==> src/rtl/mbinit_param_wrapper_if.sv <==
// Signal bundle between the MBINIT controller / sideband codec side and the
// MBINIT.PARAM wrapper. The controller side uses "master", the wrapper "slave".
interface mbinit_param_wrapper_if #(
   parameter int SB_MSG_Width = 4
);
   logic                    i_MBINIT_en;
   logic [SB_MSG_Width-1:0] i_decoded_sb_msg;
   logic                    i_sb_valid;
   logic                    i_sb_busy;
   logic                    i_falling_edge_busy;
   logic                    i_pass_tx;
   logic                    i_finish_tx;
   logic                    i_finish_rx;
   logic [SB_MSG_Width-1:0] o_encoded_SB_msg;
   logic                    o_msg_valid;
   logic                    o_error_req;
   logic                    check_TX;
   logic                    check_RX;
   logic                    o_PARAM_END;

   modport master (
      output i_MBINIT_en, i_decoded_sb_msg, i_sb_valid, i_sb_busy,
             i_falling_edge_busy, i_pass_tx, i_finish_tx, i_finish_rx,
      input  o_encoded_SB_msg, o_msg_valid, o_error_req, check_TX,
             check_RX, o_PARAM_END
   );

   modport slave (
      input  i_MBINIT_en, i_decoded_sb_msg, i_sb_valid, i_sb_busy,
             i_falling_edge_busy, i_pass_tx, i_finish_tx, i_finish_rx,
      output o_encoded_SB_msg, o_msg_valid, o_error_req, check_TX,
             check_RX, o_PARAM_END
   );
endinterface

==> src/rtl/mbinit_param_wrapper.sv <==
// MBINIT.PARAM handshake for one die. A TX sub-FSM sends our REQ and waits
// for the partner's RESP (validated externally); an RX sub-FSM waits for the
// partner's REQ (checked externally) and answers with RESP. Both share one
// registered sideband output slot, TX having priority.
// Optional build macro: PARAM_TIMEOUT_EN adds a wait-state timeout
// (TIMEOUT_CYCLES) that raises o_error_req and freezes both FSMs.
module mbinit_param_wrapper #(
   parameter int SB_MSG_Width = 4
`ifdef PARAM_TIMEOUT_EN
   ,
   parameter int TIMEOUT_CYCLES = 8000
`endif
) (
   input  logic                    i_clk,
   input  logic                    i_rst,
   mbinit_param_wrapper_if.slave   bus
);

   localparam logic [2:0] TX_IDLE      = 3'd0;
   localparam logic [2:0] TX_SEND_REQ  = 3'd1;
   localparam logic [2:0] TX_WAIT_RESP = 3'd2;
   localparam logic [2:0] TX_CHECK     = 3'd3;
   localparam logic [2:0] TX_DONE      = 3'd4;
   localparam logic [2:0] TX_ERROR     = 3'd5;

   localparam logic [2:0] RX_IDLE      = 3'd0;
   localparam logic [2:0] RX_WAIT_REQ  = 3'd1;
   localparam logic [2:0] RX_CHECK     = 3'd2;
   localparam logic [2:0] RX_SEND_RESP = 3'd3;
   localparam logic [2:0] RX_DONE      = 3'd4;

   localparam logic [SB_MSG_Width-1:0] MSG_REQ  = SB_MSG_Width'(1);
   localparam logic [SB_MSG_Width-1:0] MSG_RESP = SB_MSG_Width'(2);

   logic [2:0]              tx_state, tx_next;
   logic [2:0]              rx_state, rx_next;
   logic                    clear;
   logic                    req_seen, resp_seen;
   logic                    req_shown, resp_shown;
   logic                    msg_valid;
   logic [SB_MSG_Width-1:0] msg_code;
   logic                    freeze;
   logic                    timeout_err;
   logic                    unused_busy;

   // Busy level is informational only; progress is driven by the falling-edge strobe.
   assign unused_busy = bus.i_sb_busy;

   // Disable behaves exactly like reset: both FSMs and all outputs cleared.
   assign clear = i_rst || !bus.i_MBINIT_en;

   assign req_seen  = bus.i_sb_valid && (bus.i_decoded_sb_msg == MSG_REQ);
   assign resp_seen = bus.i_sb_valid && (bus.i_decoded_sb_msg == MSG_RESP);

   // A send-complete strobe only retires the message actually on the wire.
   assign req_shown  = bus.o_msg_valid && (bus.o_encoded_SB_msg == MSG_REQ);
   assign resp_shown = bus.o_msg_valid && (bus.o_encoded_SB_msg == MSG_RESP);

`ifdef PARAM_TIMEOUT_EN
   logic [15:0] wait_cnt;
   logic        timeout_hit;
   logic        waiting;
   logic        timeout_now;

   assign waiting     = (tx_state == TX_WAIT_RESP) || (rx_state == RX_WAIT_REQ);
   assign timeout_now = !timeout_hit && waiting && (wait_cnt == 16'(TIMEOUT_CYCLES - 1));
   assign freeze      = timeout_hit || timeout_now;
   assign timeout_err = timeout_hit || timeout_now;

   // Count cycles spent in either wait state; the hit flag sticks until cleared.
   always_ff @(posedge i_clk) begin
      if (clear) begin
         wait_cnt    <= '0;
         timeout_hit <= 1'b0;
      end else if (timeout_now) begin
         timeout_hit <= 1'b1;
      end else if (!timeout_hit) begin
         if (waiting) wait_cnt <= wait_cnt + 16'd1;
         else         wait_cnt <= '0;
      end
   end
`else
   assign freeze      = 1'b0;
   assign timeout_err = 1'b0;
`endif

   // TX sub-FSM: send REQ, wait for partner RESP, await external verdict.
   always_comb begin
      tx_next = tx_state;
      if (!freeze) begin
         case (tx_state)
            TX_IDLE:      tx_next = TX_SEND_REQ;
            TX_SEND_REQ:  if (bus.i_falling_edge_busy && req_shown) tx_next = TX_WAIT_RESP;
            TX_WAIT_RESP: if (resp_seen) tx_next = TX_CHECK;
            TX_CHECK:     if (bus.i_finish_tx) tx_next = bus.i_pass_tx ? TX_DONE : TX_ERROR;
            default:      tx_next = tx_state;
         endcase
      end
   end

   // RX sub-FSM: wait for partner REQ, await local check, answer with RESP.
   always_comb begin
      rx_next = rx_state;
      if (!freeze) begin
         case (rx_state)
            RX_IDLE:      rx_next = RX_WAIT_REQ;
            RX_WAIT_REQ:  if (req_seen) rx_next = RX_CHECK;
            RX_CHECK:     if (bus.i_finish_rx) rx_next = RX_SEND_RESP;
            RX_SEND_RESP: if (bus.i_falling_edge_busy && resp_shown) rx_next = RX_DONE;
            default:      rx_next = rx_state;
         endcase
      end
   end

   // Output slot arbitration: TX request beats a pending RX response.
   always_comb begin
      msg_valid = 1'b0;
      msg_code  = '0;
      if (tx_state == TX_SEND_REQ) begin
         msg_valid = 1'b1;
         msg_code  = MSG_REQ;
      end else if (rx_state == RX_SEND_RESP) begin
         msg_valid = 1'b1;
         msg_code  = MSG_RESP;
      end
   end

   // State registers for both sub-FSMs.
   always_ff @(posedge i_clk) begin
      if (clear) begin
         tx_state <= TX_IDLE;
         rx_state <= RX_IDLE;
      end else begin
         tx_state <= tx_next;
         rx_state <= rx_next;
      end
   end

   // Registered outputs; the sideband message follows the current state one
   // cycle later, status flags track the state being entered.
   always_ff @(posedge i_clk) begin
      if (clear) begin
         bus.o_encoded_SB_msg <= '0;
         bus.o_msg_valid      <= 1'b0;
         bus.o_error_req      <= 1'b0;
         bus.check_TX         <= 1'b0;
         bus.check_RX         <= 1'b0;
         bus.o_PARAM_END      <= 1'b0;
      end else begin
         bus.o_encoded_SB_msg <= msg_code;
         bus.o_msg_valid      <= msg_valid;
         bus.o_error_req      <= (tx_next == TX_ERROR) || timeout_err;
         bus.check_TX         <= (tx_next == TX_CHECK);
         bus.check_RX         <= (rx_next == RX_CHECK);
         bus.o_PARAM_END      <= (tx_next == TX_DONE) && (rx_next == RX_DONE) && !timeout_err;
      end
   end

endmodule

==> src/flat_wrapper.sv <==
// flat-port wrapper written by rule: the top's interface ports become plain ports
module mbinit_param_wrapper_flat 
#(
   parameter int SB_MSG_Width = 4

)
  (i_clk, i_rst, bus_i_MBINIT_en, bus_i_decoded_sb_msg, bus_i_sb_valid, bus_i_sb_busy, bus_i_falling_edge_busy, bus_i_pass_tx, bus_i_finish_tx, bus_i_finish_rx, bus_o_encoded_SB_msg, bus_o_msg_valid, bus_o_error_req, bus_check_TX, bus_check_RX, bus_o_PARAM_END);
  mbinit_param_wrapper_if #(.SB_MSG_Width(SB_MSG_Width)) bus_i ();
  input  logic i_clk;
  input  logic i_rst;
  input wire logic [$bits(bus_i.i_MBINIT_en)-1:0] bus_i_MBINIT_en;
  input wire logic [$bits(bus_i.i_decoded_sb_msg)-1:0] bus_i_decoded_sb_msg;
  input wire logic [$bits(bus_i.i_sb_valid)-1:0] bus_i_sb_valid;
  input wire logic [$bits(bus_i.i_sb_busy)-1:0] bus_i_sb_busy;
  input wire logic [$bits(bus_i.i_falling_edge_busy)-1:0] bus_i_falling_edge_busy;
  input wire logic [$bits(bus_i.i_pass_tx)-1:0] bus_i_pass_tx;
  input wire logic [$bits(bus_i.i_finish_tx)-1:0] bus_i_finish_tx;
  input wire logic [$bits(bus_i.i_finish_rx)-1:0] bus_i_finish_rx;
  output wire logic [$bits(bus_i.o_encoded_SB_msg)-1:0] bus_o_encoded_SB_msg;
  output wire logic [$bits(bus_i.o_msg_valid)-1:0] bus_o_msg_valid;
  output wire logic [$bits(bus_i.o_error_req)-1:0] bus_o_error_req;
  output wire logic [$bits(bus_i.check_TX)-1:0] bus_check_TX;
  output wire logic [$bits(bus_i.check_RX)-1:0] bus_check_RX;
  output wire logic [$bits(bus_i.o_PARAM_END)-1:0] bus_o_PARAM_END;
  assign bus_i.i_MBINIT_en = bus_i_MBINIT_en;
  assign bus_i.i_decoded_sb_msg = bus_i_decoded_sb_msg;
  assign bus_i.i_sb_valid = bus_i_sb_valid;
  assign bus_i.i_sb_busy = bus_i_sb_busy;
  assign bus_i.i_falling_edge_busy = bus_i_falling_edge_busy;
  assign bus_i.i_pass_tx = bus_i_pass_tx;
  assign bus_i.i_finish_tx = bus_i_finish_tx;
  assign bus_i.i_finish_rx = bus_i_finish_rx;
  assign bus_o_encoded_SB_msg = bus_i.o_encoded_SB_msg;
  assign bus_o_msg_valid = bus_i.o_msg_valid;
  assign bus_o_error_req = bus_i.o_error_req;
  assign bus_check_TX = bus_i.check_TX;
  assign bus_check_RX = bus_i.check_RX;
  assign bus_o_PARAM_END = bus_i.o_PARAM_END;
  mbinit_param_wrapper #(.SB_MSG_Width(SB_MSG_Width)) u_core (.i_clk(i_clk), .i_rst(i_rst), .bus(bus_i));
endmodule
==> config.mk <==
export PLATFORM = sky130hd
export DESIGN_NAME = mbinit_param_wrapper_flat
export DESIGN_NICKNAME = d
export VERILOG_FILES = /design/src/rtl/mbinit_param_wrapper_if.sv /design/src/rtl/mbinit_param_wrapper.sv /design/src/flat_wrapper.sv
export SDC_FILE = /design/constraint.sdc
export NUM_CORES = 1
export LEC_CHECK = 0
export CORE_AREA = 2 2 43 45
export CTS_CLUSTER_DIAMETER = 200
export DETAILED_ROUTE_END_ITERATION = 8
export DIE_AREA = 0 0 45 47
export PLACE_DENSITY = 0.81
export SYNTH_ARGS = -nofsm -noshare
export SYNTH_HDL_FRONTEND = slang
export SYNTH_SLANG_ARGS = --single-unit
==> constraint.sdc <==
create_clock -name i_clk -period 1.61 [get_ports i_clk]
set_input_delay 0.322 -clock i_clk [delete_from_list [all_inputs] [get_ports i_clk]]
set_output_delay 0.322 -clock i_clk [all_outputs]
set_load 0.05 [all_outputs]
==> out/qor.yml, run 1 <==
r2r-end: "u_core.bus.o_PARAM_END"
skew_ns: 0.003619
outcome: "finished clean"
synthTopCellsByCount: "13 x dfxtp_1, 8 x a21oi_1, 7 x nor2_1"
first_global_vias: 539
nets: 107
clk-insertion-delay-late_ns: 0.28
rsz0062_at_grt: "no"
crit_path_end_kind: "flip-flop"
reg2reg_depth: 4
reg2reg_from: "u_core.tx_state[0]"
first_pass_iters: 4
routed_wl_microns: 1368
crit_start: "bus_i_falling_edge_busy"
place_congestion: 0.8279
yosys.area.top_type: "dfxtp_1"
cts_setup_buffers: 0
post-place-ws_ns: -0.3294
ys_types: 31
cts-root-buf: "clkbuf_4"
ys_warn_count: 0
drc: 0
leakage_nw: 0.3783
vias_per_cell: 5.245
final_max_slew_viol_count: 0
power.density_mw_per_mm2: 705.5
dpl_cell_area_sq_um: 823.3
portBuffers: 18
holdCritPathClass: "flip-flop to flip-flop"
path_clk_slew_ns: 0.08
cts_tree: "built"
rows: 15
final_area_sq_um: 863.3
synth.most_common_cell: "dfxtp_1"
htree_levels: 1
fin_crit_sh_pct: 93.67
post_drt_wl_per_cell_microns: 12.44
endpoint: "u_core.bus.o_PARAM_END"
synthArstFlopShare_pct: 0
grt_pass1_wl_microns: 2221
cp.arrival_ns: 1.67
grt_max_degree: 13
postLayoutCoreUtil_pct: 52.27
synth_ff_type: "dfxtp_1"
core_sq_mm: 0.001652
overflow: 0
avgSynthCellArea_sq_um: 9.085
crit_required_ns: 1.78
cts_buffers: 3
max_freq_mhz: 663.1
antenna_found_initial: 0
dp_hpwl_microns: 981.3
synth-seq-area-share_pct: 41.52
worstPathMaxFanout: 2
synth_edf_count: 0
die_y_microns: 47
criticalPathCategory: "primary input to flip-flop"
synth_area_leaders: "dfxtp_1 42%, a21oi_1 6.4%, nor2_1 4.2%"
layout_setup_ws_ns: 0.1019
clock_path_buffers: 2
drive_above_1_share_pct: 25.81
num_vias: 577
cp-start-kind: "primary input"
reg2reg_slack_ns: 0.12
io_pins: 22
drv_cap: 0
finalSetupViolCount: 0
dieArea_sq_mm: 0.002115
diodes: 0
finalHoldViolCount: 0
initial_core_util_pct: 37.95
drt_iter0_markers: 11
ant_nets: 0
yosys.area.top_type_share_pct: 41.52
clock-sinks: 13
syn_to_final_growth_pct: 37.72
period_needed_ns: 1.508
syn_inst: 69
ir_drop_mv: 0.3207
die_w_microns: 45
ys_ff_latch: 13
hold_buffers: 0
finalPower_mw: 0.6091
netlist_area_sq_um: 626.9
grtUsageTotal_pct: 15.40
## logic make-up (layout without fill, tap and decap cells)
logic type | after synthesis | after routing | share of synthesized area (%)
flops | 13 | 13 | 41.52
other cells | 1 | 2 | 0.5982
buf+inv | 9 | 32 | 7.783
compound gates | 14 | 14 | 14.17
simple gates | 32 | 32 | 35.93
## repair_timing
item | 4_1_cts | 5_1_grt
setup endpoints to repair | 1 | 1
pin swaps | 1 | 3
resized for setup | 1 | 3
## how the worst min path moves through the flow
stage,from,end,cells past startpoint
CTS,u_core.tx_state[2],u_core.bus.check_TX,1
finish,u_core.rx_state[1],u_core.rx_state[2],2
global route,u_core.tx_state[2],u_core.bus.check_TX,1
detailed placement,u_core.tx_state[2],u_core.bus.check_TX,1
floorplan,u_core.tx_state[2],u_core.bus.check_TX,1
global placement,u_core.rx_state[1],u_core.rx_state[2],2
## metrics by stage
stage | TNS, ns | hold WS, ns | instances
after detailed placement | -1.255 | 0.5041 | 106
after floorplan | 0 | 0.4616 | 70
after CTS | 0 | 0.5206 | 110
after global placement | -1.163 | 0.4927 | 106
final | 0 | 0.5231 | 110
after global routing | 0 | 0.5519 | 110
## routing by layer
layer  wire (microns)  vias to the layer above  share of wire (%)  GRT usage [%]
met4               44                        0                3.2          10.59
met2              648                       18                 47          26.29
met1              584                      265                 43          16.39
met5                0                        -                  0              0
li1                 -                      289                  -              -
met3               90                        5                6.6          4.615
## state kept, by name, indices dropped and copies added, names as in the netlist
name	count
u_core.bus.o_error_req	1
u_core.bus.o_encoded_SB_msg	2
u_core.bus.check_TX	1
u_core.bus.o_msg_valid	1
u_core.bus.check_RX	1
u_core.rx_state	3
u_core.bus.o_PARAM_END	1
u_core.tx_state	3
## placed cells by master, fill, tap and decap left out
master / count
o21ai_0: 1
nand3b_1: 1
inv_1: 5
nand3_1: 3
dlymetal6s2s_1: 3
o31a_1: 1
clkbuf_4: 3
nand2_1: 3
nand2b_1: 1
or3b_4: 1
nor4bb_4: 1
a211oi_1: 1
a21oi_1: 8
and3_1: 1
clkdlybuf4s50_1: 8
nor2_2: 1
conb_1: 2
and2b_2: 1
dfxtp_1: 12
and4b_1: 2
and2_1: 1
nor4b_4: 1
nor4_1: 1
clkbuf_1: 1
nand4bb_1: 1
nor2_1: 7
dfxtp_2: 1
or3_1: 1
and2_2: 1
o32a_2: 1
a22oi_1: 1
nor3_1: 4
buf_4: 12
a311oi_2: 1
## cell type report
| type | instances | area [sq um] |
|---|---|---|
| Fill cell | 162 | 788.3 |
| Multi-Input combinational cell | 48 | 327.8 |
| Sequential cell | 13 | 261.5 |
| Timing Repair Buffer | 23 | 207.7 |
| Clock buffer | 4 | 26.28 |
| Tap cell | 17 | 21.27 |
| Inverter | 5 | 18.77 |
## worst max-delay path, cell delays in order
cell and delay [ns]:
clkdlybuf4s50_1 0.41, and4b_1 0.19, and2_2 0.20, o32a_2 0.38, nor4bb_4 0.17
## where the power goes
| group | leakage, nW | switching [mW] | internal [mW] |
|---|---|---|---|
| Clock | 0.0150 | 0.110 | 0.0964 |
| Sequential | 0.106 | 0.00663 | 0.326 |
| Combinational | 0.257 | 0.0337 | 0.0366 |
Note: power is estimated with default switching activity, not from simulation.
==> run 2, diff against run 1 <==
Settings changed: SKIP_LAST_GASP set to 1.
==> results of run 2 <==
The final DEF is identical to that of run 1; final timing and power are the same.
==> run 3, diff against run 2 <==
Settings changed: HOLD_SLACK_MARGIN set to 0.12, SLEW_MARGIN set to 20.
==> results of run 3 <==
The final DEF is identical to that of run 1; final timing and power are the same.
